--- src/rtl/fsm_pkg.sv ---
// Shared definitions for the serial-to-parallel deserializer.
//   state_t       : word-assembly FSM states (IDLE, SHIFT)
//   DEFAULT_WIDTH : default number of bits per word
//   bit_index()   : maps the k-th received bit to its position in the word
package fsm_pkg;

  typedef enum logic [0:0] {
    IDLE  = 1'b0,
    SHIFT = 1'b1
  } state_t;

  localparam int DEFAULT_WIDTH = 4;

  // Position in the assembled word of the k-th received bit (k = 0 is the sync bit).
  function automatic int bit_index(input int k, input int width, input bit msb_first);
    int idx;
    if (msb_first) begin
      idx = width - 1 - k;
    end else begin
      idx = k;
    end
    return idx;
  endfunction

endpackage

--- src/rtl/word_hold_reg.sv ---
// One-deep output holding register with a valid/ready handshake.
//   clk, reset   : clock and asynchronous active-low reset
//   load, din    : a completed word is offered for one cycle
//   ready        : consumer accepts dout when dout_valid is also high
//   dout         : held word (keeps its old value after being consumed)
//   dout_valid   : dout holds an unconsumed word
//   overrun      : one-cycle pulse when an offered word is dropped because
//                  the register is still full and not being consumed
module word_hold_reg #(
  parameter int WIDTH = 4
) (
  input  logic             clk,
  input  logic             reset,
  input  logic             load,
  input  logic [WIDTH-1:0] din,
  input  logic             ready,
  output logic [WIDTH-1:0] dout,
  output logic             dout_valid,
  output logic             overrun
);

  logic [WIDTH-1:0] data_r;
  logic             valid_r;
  logic             overrun_r;
  logic             accept_s;

  // Held word is leaving on this edge.
  assign accept_s = valid_r & ready;

  // Load/accept arbitration: a consumed slot may be refilled on the same edge.
  always_ff @(posedge clk or negedge reset) begin
    if (!reset) begin
      data_r    <= {WIDTH{1'b0}};
      valid_r   <= 1'b0;
      overrun_r <= 1'b0;
    end else begin
      if (load && (!valid_r || accept_s)) begin
        data_r    <= din;
        valid_r   <= 1'b1;
        overrun_r <= 1'b0;
      end else if (load) begin
        // Full and not draining: keep the held word, drop the new one.
        overrun_r <= 1'b1;
      end else begin
        overrun_r <= 1'b0;
        if (accept_s) begin
          valid_r <= 1'b0;
        end
      end
    end
  end

  assign dout       = data_r;
  assign dout_valid = valid_r;
  assign overrun    = overrun_r;

endmodule

--- src/rtl/sipo_deserializer.sv ---
// Serial-in parallel-out deserializer with sync-marker framing.
//   clk, reset   : clock and asynchronous active-low reset
//   sin          : serial data bit, sampled when sin_valid is high
//   sin_valid    : qualifies sin and sync
//   sync         : marks the first bit of a word
//   dout         : assembled word (held until consumed)
//   dout_valid   : dout holds an unconsumed word
//   dout_ready   : consumer accepts dout on an edge with dout_valid high
//   busy         : a word is partially assembled
//   overrun      : one-cycle pulse, completed word dropped (holding reg full)
//   framing_err  : one-cycle pulse, sync arrived mid-word, partial word dropped
module sipo_deserializer
  import fsm_pkg::*;
#(
  parameter int WIDTH     = DEFAULT_WIDTH,
  parameter bit MSB_FIRST = 1'b1
) (
  input  logic             clk,
  input  logic             reset,
  input  logic             sin,
  input  logic             sin_valid,
  input  logic             sync,
  output logic [WIDTH-1:0] dout,
  output logic             dout_valid,
  input  logic             dout_ready,
  output logic             busy,
  output logic             overrun,
  output logic             framing_err
);

  localparam int             CW   = $clog2(WIDTH);
  localparam logic [CW-1:0]  IDX0 = CW'(bit_index(0, WIDTH, MSB_FIRST));
  localparam logic [CW-1:0]  LAST = CW'(WIDTH - 1);
  localparam logic [CW-1:0]  ONE  = CW'(1);

  state_t           state_r;
  state_t           state_nxt_s;
  logic [CW-1:0]    cnt_r;
  logic [CW-1:0]    cnt_nxt_s;
  logic [WIDTH-1:0] shreg_r;
  logic [WIDTH-1:0] shreg_nxt_s;
  logic [CW-1:0]    idx_s;
  logic             load_s;
  logic             framing_nxt_s;
  logic             framing_err_r;
  logic             busy_r;

  // Bit counter doubles as the received-bit number; map it to a word position.
  assign idx_s = CW'(bit_index(int'(cnt_r), WIDTH, MSB_FIRST));

  // Next-state, shift-register and counter logic of the framing FSM.
  always_comb begin
    state_nxt_s   = state_r;
    cnt_nxt_s     = cnt_r;
    shreg_nxt_s   = shreg_r;
    load_s        = 1'b0;
    framing_nxt_s = 1'b0;
    case (state_r)
      IDLE: begin
        if (sin_valid && sync) begin
          shreg_nxt_s       = {WIDTH{1'b0}};
          shreg_nxt_s[IDX0] = sin;
          cnt_nxt_s         = ONE;
          state_nxt_s       = SHIFT;
        end else begin
          // Unframed bits are ignored until a sync marker arrives.
          state_nxt_s = IDLE;
        end
      end
      SHIFT: begin
        if (!sin_valid) begin
          state_nxt_s = SHIFT;
        end else if (sync) begin
          // Resync: restart assembly with this bit as the new bit 0.
          framing_nxt_s     = 1'b1;
          shreg_nxt_s       = {WIDTH{1'b0}};
          shreg_nxt_s[IDX0] = sin;
          cnt_nxt_s         = ONE;
        end else begin
          shreg_nxt_s[idx_s] = sin;
          if (cnt_r == LAST) begin
            load_s      = 1'b1;
            cnt_nxt_s   = {CW{1'b0}};
            state_nxt_s = IDLE;
          end else begin
            cnt_nxt_s = cnt_r + ONE;
          end
        end
      end
      default: begin
        state_nxt_s = IDLE;
        cnt_nxt_s   = {CW{1'b0}};
        shreg_nxt_s = {WIDTH{1'b0}};
      end
    endcase
  end

  // FSM state, assembly registers and registered status outputs.
  always_ff @(posedge clk or negedge reset) begin
    if (!reset) begin
      state_r       <= IDLE;
      cnt_r         <= {CW{1'b0}};
      shreg_r       <= {WIDTH{1'b0}};
      framing_err_r <= 1'b0;
      busy_r        <= 1'b0;
    end else begin
      state_r       <= state_nxt_s;
      cnt_r         <= cnt_nxt_s;
      shreg_r       <= shreg_nxt_s;
      framing_err_r <= framing_nxt_s;
      busy_r        <= (state_nxt_s == SHIFT);
    end
  end

  // The completing word is the next shift-register value (last bit inserted).
  word_hold_reg #(
    .WIDTH(WIDTH)
  ) u_hold (
    .clk       (clk),
    .reset     (reset),
    .load      (load_s),
    .din       (shreg_nxt_s),
    .ready     (dout_ready),
    .dout      (dout),
    .dout_valid(dout_valid),
    .overrun   (overrun)
  );

  assign busy        = busy_r;
  assign framing_err = framing_err_r;

endmodule

--- config.mk ---
export PLATFORM = sky130hd
export DESIGN_NAME = sipo_deserializer
export DESIGN_NICKNAME = d
export VERILOG_FILES = /design/src/rtl/fsm_pkg.sv /design/src/rtl/word_hold_reg.sv /design/src/rtl/sipo_deserializer.sv
export SDC_FILE = /design/constraint.sdc
export NUM_CORES = 1
export LEC_CHECK = 0
export BUFFER_PORTS_ARGS = -buffer_cell sky130_fd_sc_hd__buf_2
export CAP_MARGIN = 25
export CORE_MARGIN = 3
export CORE_UTILIZATION = 35
export DETAILED_ROUTE_END_ITERATION = 10
export GPL_TIMING_DRIVEN = 0
export PLACE_DENSITY = 0.67
export SYNTH_ARGS = -nofsm -noshare
export SYNTH_HDL_FRONTEND = slang
export SYNTH_SLANG_ARGS = --single-unit
--- constraint.sdc ---
create_clock -name clk -period 1.9 [get_ports clk]
set_input_delay 0.285 -clock clk [delete_from_list [all_inputs] [get_ports clk]]
set_output_delay 0.285 -clock clk [all_outputs]
set_load 0.02 [all_outputs]
# After elaboration in Yosys (flattened, before gate mapping)
# Cells that the tools add are included.
[totals]
elab_cells = 54
reg_bits = 14
output_inout_bits = 8
in_bits = 6
[classes]
mux = 29
n_reduce_logical = 8
n_lt_le_gt_ge = 2
eq_ne = 4
bitwise_logic = 2
add_sub_neg = 2
[ops]
columns = ["op", "n"]
rows = [
  ["$mux W1", 17],
  ["$mux W4", 3],
  ["$mux W2", 4],
  ["$pmux W4 S2", 1],
  ["$ne A2 B2 Y1 const B", 3],
  ["$bwmux W4", 1],
  ["$pmux W2 S2", 1],
  ["$reduce_and A2 Y1", 2],
  ["$logic_and A1 B1 Y1", 3],
  ["$lt A2 B3 Y1 const B", 1],
  ["$add A2 B1 Y2 const B", 1],
  ["$demux W1 S2", 1],
  ["$eq A2 B2 Y1 const B", 1],
  ["$ge A2 B1 Y1 const B", 1],
  ["$pmux W1 S2", 1],
  ["$reduce_bool A2 Y1", 1],
  ["$sub A2 B2 Y2 const A", 1],
  ["$and A1 B1 Y1", 1],
  ["$logic_not A1 Y1", 1],
  ["$logic_or A1 B1 Y1", 1],
  ["$not A1 Y1", 1],
]

# Logic depth before layout (Yosys ltp)
[logic_depth]
depth_word = 9
depth_mapped = 5

# Modules after synthesis
# From an unflattened synthesis, not the netlist that was laid out.
[unflattened]
hier_cells = 60
hier_area_um2 = 700.7
[modules_own_cells]
columns = ["mod", "area_per_inst_um2", "n_inst", "cells_per_inst"]
rows = [
  ["sipo_deserializer", 454.2, 1, 45],
  ["word_hold_reg", 246.5, 1, 15],
]

# Worst setup path before layout
# Ideal clock, no wire load.
[synth_timing]
kind = "reg-to-reg"
start = "register cnt_r[0]"
end = "register u_hold.data_r[0], in the netlist u_hold.dout[0]"
n_path_buf = 0
period_less_slack_ns = 1.408
stages_incl_launch_ff = 5
arrival_ns = 1.282
setup_time_ns = 0.125
slack_ns = 0.492
path_cell_list = "dfrtp_1 > ha_1 > and4b_1 > and2_4 > mux2_4"
[synth_between]
elab_chain_cells = 9
word_cells_on_any_way = 16
classes_between = "1 x add/sub; 2 x order compare; 1 x eq/ne; 10 x mux; 2 x reduce/logical"
[synth_rtl]
columns = ["item", "line", "text"]
rows = [
  ["start: declaration", "sipo_deserializer.sv:38", "logic [CW-1:0] cnt_r;"],
  ["start signal: assignment", "sipo_deserializer.sv:102", "cnt_r <= {CW{1'b0}};"],
  ["start signal: assignment", "sipo_deserializer.sv:108", "cnt_r <= cnt_nxt_s;"],
  ["$sub A2 B2 Y2", "fsm_pkg.sv:18", "idx = width - 1 - k;"],
  ["$lt A2 B3 Y1 (not written as such) / $ge A2 B1 Y1 (equally long branches)", "sipo_deserializer.sv:80", "shreg_nxt_s[idx_s] = sin;"],
  ["$logic_and A1 B1 Y1 (not written as such)", "sipo_deserializer.sv:80", ""],
  ["$mux W1 (not written as such)", "sipo_deserializer.sv:80", ""],
  ["$demux W1 S2", "sipo_deserializer.sv:80", ""],
  ["$bwmux W4", "sipo_deserializer.sv:80", ""],
  ["$mux W4", "sipo_deserializer.sv:73", "end else if (sync) begin"],
  ["$mux W4", "sipo_deserializer.sv:71", "if (!sin_valid) begin"],
  ["$pmux W4 S2", "sipo_deserializer.sv:58", "case (state_r)"],
  ["end signal: assignment", "word_hold_reg.sv:33", "data_r <= {WIDTH{1'b0}};"],
  ["end signal: assignment", "word_hold_reg.sv:38", "data_r <= din;"],
  ["end: declaration", "word_hold_reg.sv:22", "logic [WIDTH-1:0] data_r;"],
]
# Parallel ways exist; a longest one is shown, timed or not.
# A chain may end at the register's enable or synchronous reset.

# Worst setup path after layout
# Same ends and word-level chain as after synthesis.

==> qor.csv <==
metric,value,unit
portBuffers,13,
grt_overflow,0,
nets,90,
cts_buffers,3,
grt_max_degree,14,
htree_num_levels,1,
hpwl,880,um
synthTopCellsByArea,"dfrtp_1, ha_1, mux2_4, nand2_1, a21oi_1",
ios,14,
ys_warn_count,0,
met3_usage,4.59,%
p_leak,0.000399,uW
final_area,777,um2
worst_setup_path_end_kind,flop,
firstDrtPassIters,4,
power_density,1340,mW/mm2
root_buffer,clkbuf_4,
drt_iter0_markers,7,
worst_slew_pin_slew,0.271,ns
drcViolationCount,0,
die_w,49.0,um
final.period_utilization,79.0,%
worstPathRequired,2.06,ns
yosysSeqAreaShare,50.4,%
grt_pass1_vias,428,
synthToLayoutAreaGrowth,20.3,%
dpl_cell_area,741,um2
synthXorXnorAreaFrac,0,%
path_clk_slew,0.07,ns
die_area,0.00240,mm2
cp_max_fo,5,
grt_use_met1,13.2,%
critPathKind,reg -> reg,
drive_gt1_share,29.1,%
rsz0062_at_grt,no,
grt.total_usage,10.2,%
die-height,49.0,um
cts_max_path_buffers,2,
antenna_cells,0,
syn-num-nets,71,
final_util,48.2,%
layoutNonFillerInstCount,103,
cts_tree,done,
postSynthCellCount,61,
holdCritPathClass,in -> reg,
clk_latency,0.27,ns
setup_viol,0,
synth.distinct_cells,27,
postCtsHoldBufs,1,
grt_antenna_before_repair,0,
synth_top_family_by_area,compound AO/OA/AOI/OAI gates,
synth_top_area_share,50.4,%
grtUsageMet2,15.8,%
core,0.00161,mm2
arrival,1.66,ns
placedCellCount,98,
cts_setup_buffers,0,
synthAdderAreaFrac,7.75,%
finalWirelength,1140,um
ctsResizeCount,0,
fin_skew,0.00516,ns
muxShareOfSynthArea,6.20,%
synthSimpleGateAreaFrac,14.9,%
syn_avg_cell_area,10.6,um2
cts.sinks,13,
finalHoldViolations,0,
synth_compound_area_share,15.1,%
fin_crit,1.50,ns
slew_violations,0,
ant_nets,0,
yosysTopAreaCell,dfrtp_1,
startpoint_type,flop,
rows,14,
drv_cap,0,
vias_per_cell,4.73,
synth_area,646,um2
place_congestion,0.772,
wire_per_inst,11.0,um
setup_tns,0,ns
busiest_layer,met2,
fmaxAchievable,0.666,GHz
grt_first_pass_wirelength,1900,um
num_vias,487,
synth-seq-cells,13,
peakVddDrop,0.595,mV
initial_core_util,40.1,%
slew-limit-headroom,81.9,%
status,completed,
## Yosys cell counts
library cell / instances
mux2i_1: 1
buf_2: 2
and3_1: 1
nand3_1: 2
and4b_1: 1
a21boi_0: 1
nand4b_1: 1
a31oi_1: 1
ha_1: 4
a21bo_2: 1
nor2_1: 2
a21oi_1: 4
o2bb2ai_1: 1
nand2b_1: 1
o22ai_1: 1
nand4_1: 1
dfrtp_1: 13
and2_4: 1
mux2_4: 2
a21o_1: 1
nand2_1: 7
buf_4: 1
o21ai_0: 3
or3_1: 1
inv_1: 5
o21a_1: 1
a22o_1: 1
## final timing paths
kind | start | endpoint | slack, ns | cells past startpoint
worst max-delay path | cnt_r[0] | u_hold.dout[0] | 0.40 | 4
worst min-delay path | sin | u_hold.dout[0] | 0.29 | 2
worst max register to register | cnt_r[0] | u_hold.dout[0] | 0.40 | 4
worst min register to register | u_hold.dout[3] | u_hold.dout[3] | 0.51 | 1
max in group asynchronous | reset | shreg_r[2] | 1.28 | 2
min in group asynchronous | reset | u_hold.dout_valid | 0.41 | 2
## cell families (layout without fill, tap and decap cells)
group,after synthesis,count (layout)
flip-flops,13,13
AND/OR/NAND/NOR,18,18
multiplexers,3,3
adder cells (fa/ha/maj),4,4
AO/OA/AOI/OAI,15,15
buffers and inverters,8,26
## state kept, by name (all words and copies together) (netlist names)
register and count:
shreg_r 3, busy 1, u_hold.dout 4, u_hold.overrun 1
framing_err 1, u_hold.dout_valid 1, cnt_r 2
## layer usage
layer	share of wire [%]	wire, um	up-vias
met4	0.79	9	0
met5	0	0	-
li1	-	-	245
met1	47	537	228
met2	45	513	12
met3	6.7	76	2
## layout by cell type (no fill, tap or decap), drive strengths merged, types with 2 or more instances in the layout
cell type,instances
o21ai,3
inv,5
buf,16
dfrtp,13
nand3,2
a21oi,4
nor2,2
ha,4
clkbuf,4
mux2,2
nand2,7
## critical path, stage by stage, from the launching register on
cell and delay, ns:
dfrtp_1 0.43, ha_1 0.26, and4b_1 0.22, and2_4 0.19
mux2_4 0.30
## power breakdown
group / leakage (uW) / total, uW / internal, uW / switching [uW]
registers: 0.000164 / 441 / 373 / 67.2
logic: 0.000220 / 428 / 194 / 235
clock network: 0.0000150 / 169 / 81.4 / 87.5
total: 0.000399 / 1040 / 648 / 390
## cell type report
cell class	count	area, um2
buffer	3	17.5
clock buffer	4	26.3
fill	170	835
inverter	5	18.8
multi-input combinational	40	284
sequential	13	325
tap	24	30.0
timing repair buffer	14	75.1
## per-stage QoR
stage	power [uW]	hold WS (ns)	setup WS, ns
floorplan	751	-0.0106	0.492
global placement	862	0.182	0.413
detailed placement	877	0.180	0.415
CTS	1050	0.288	0.399
global route	1120	0.283	0.302
finish	1040	0.289	0.399
No activity file was read; power rests on OpenSTA's default activity.
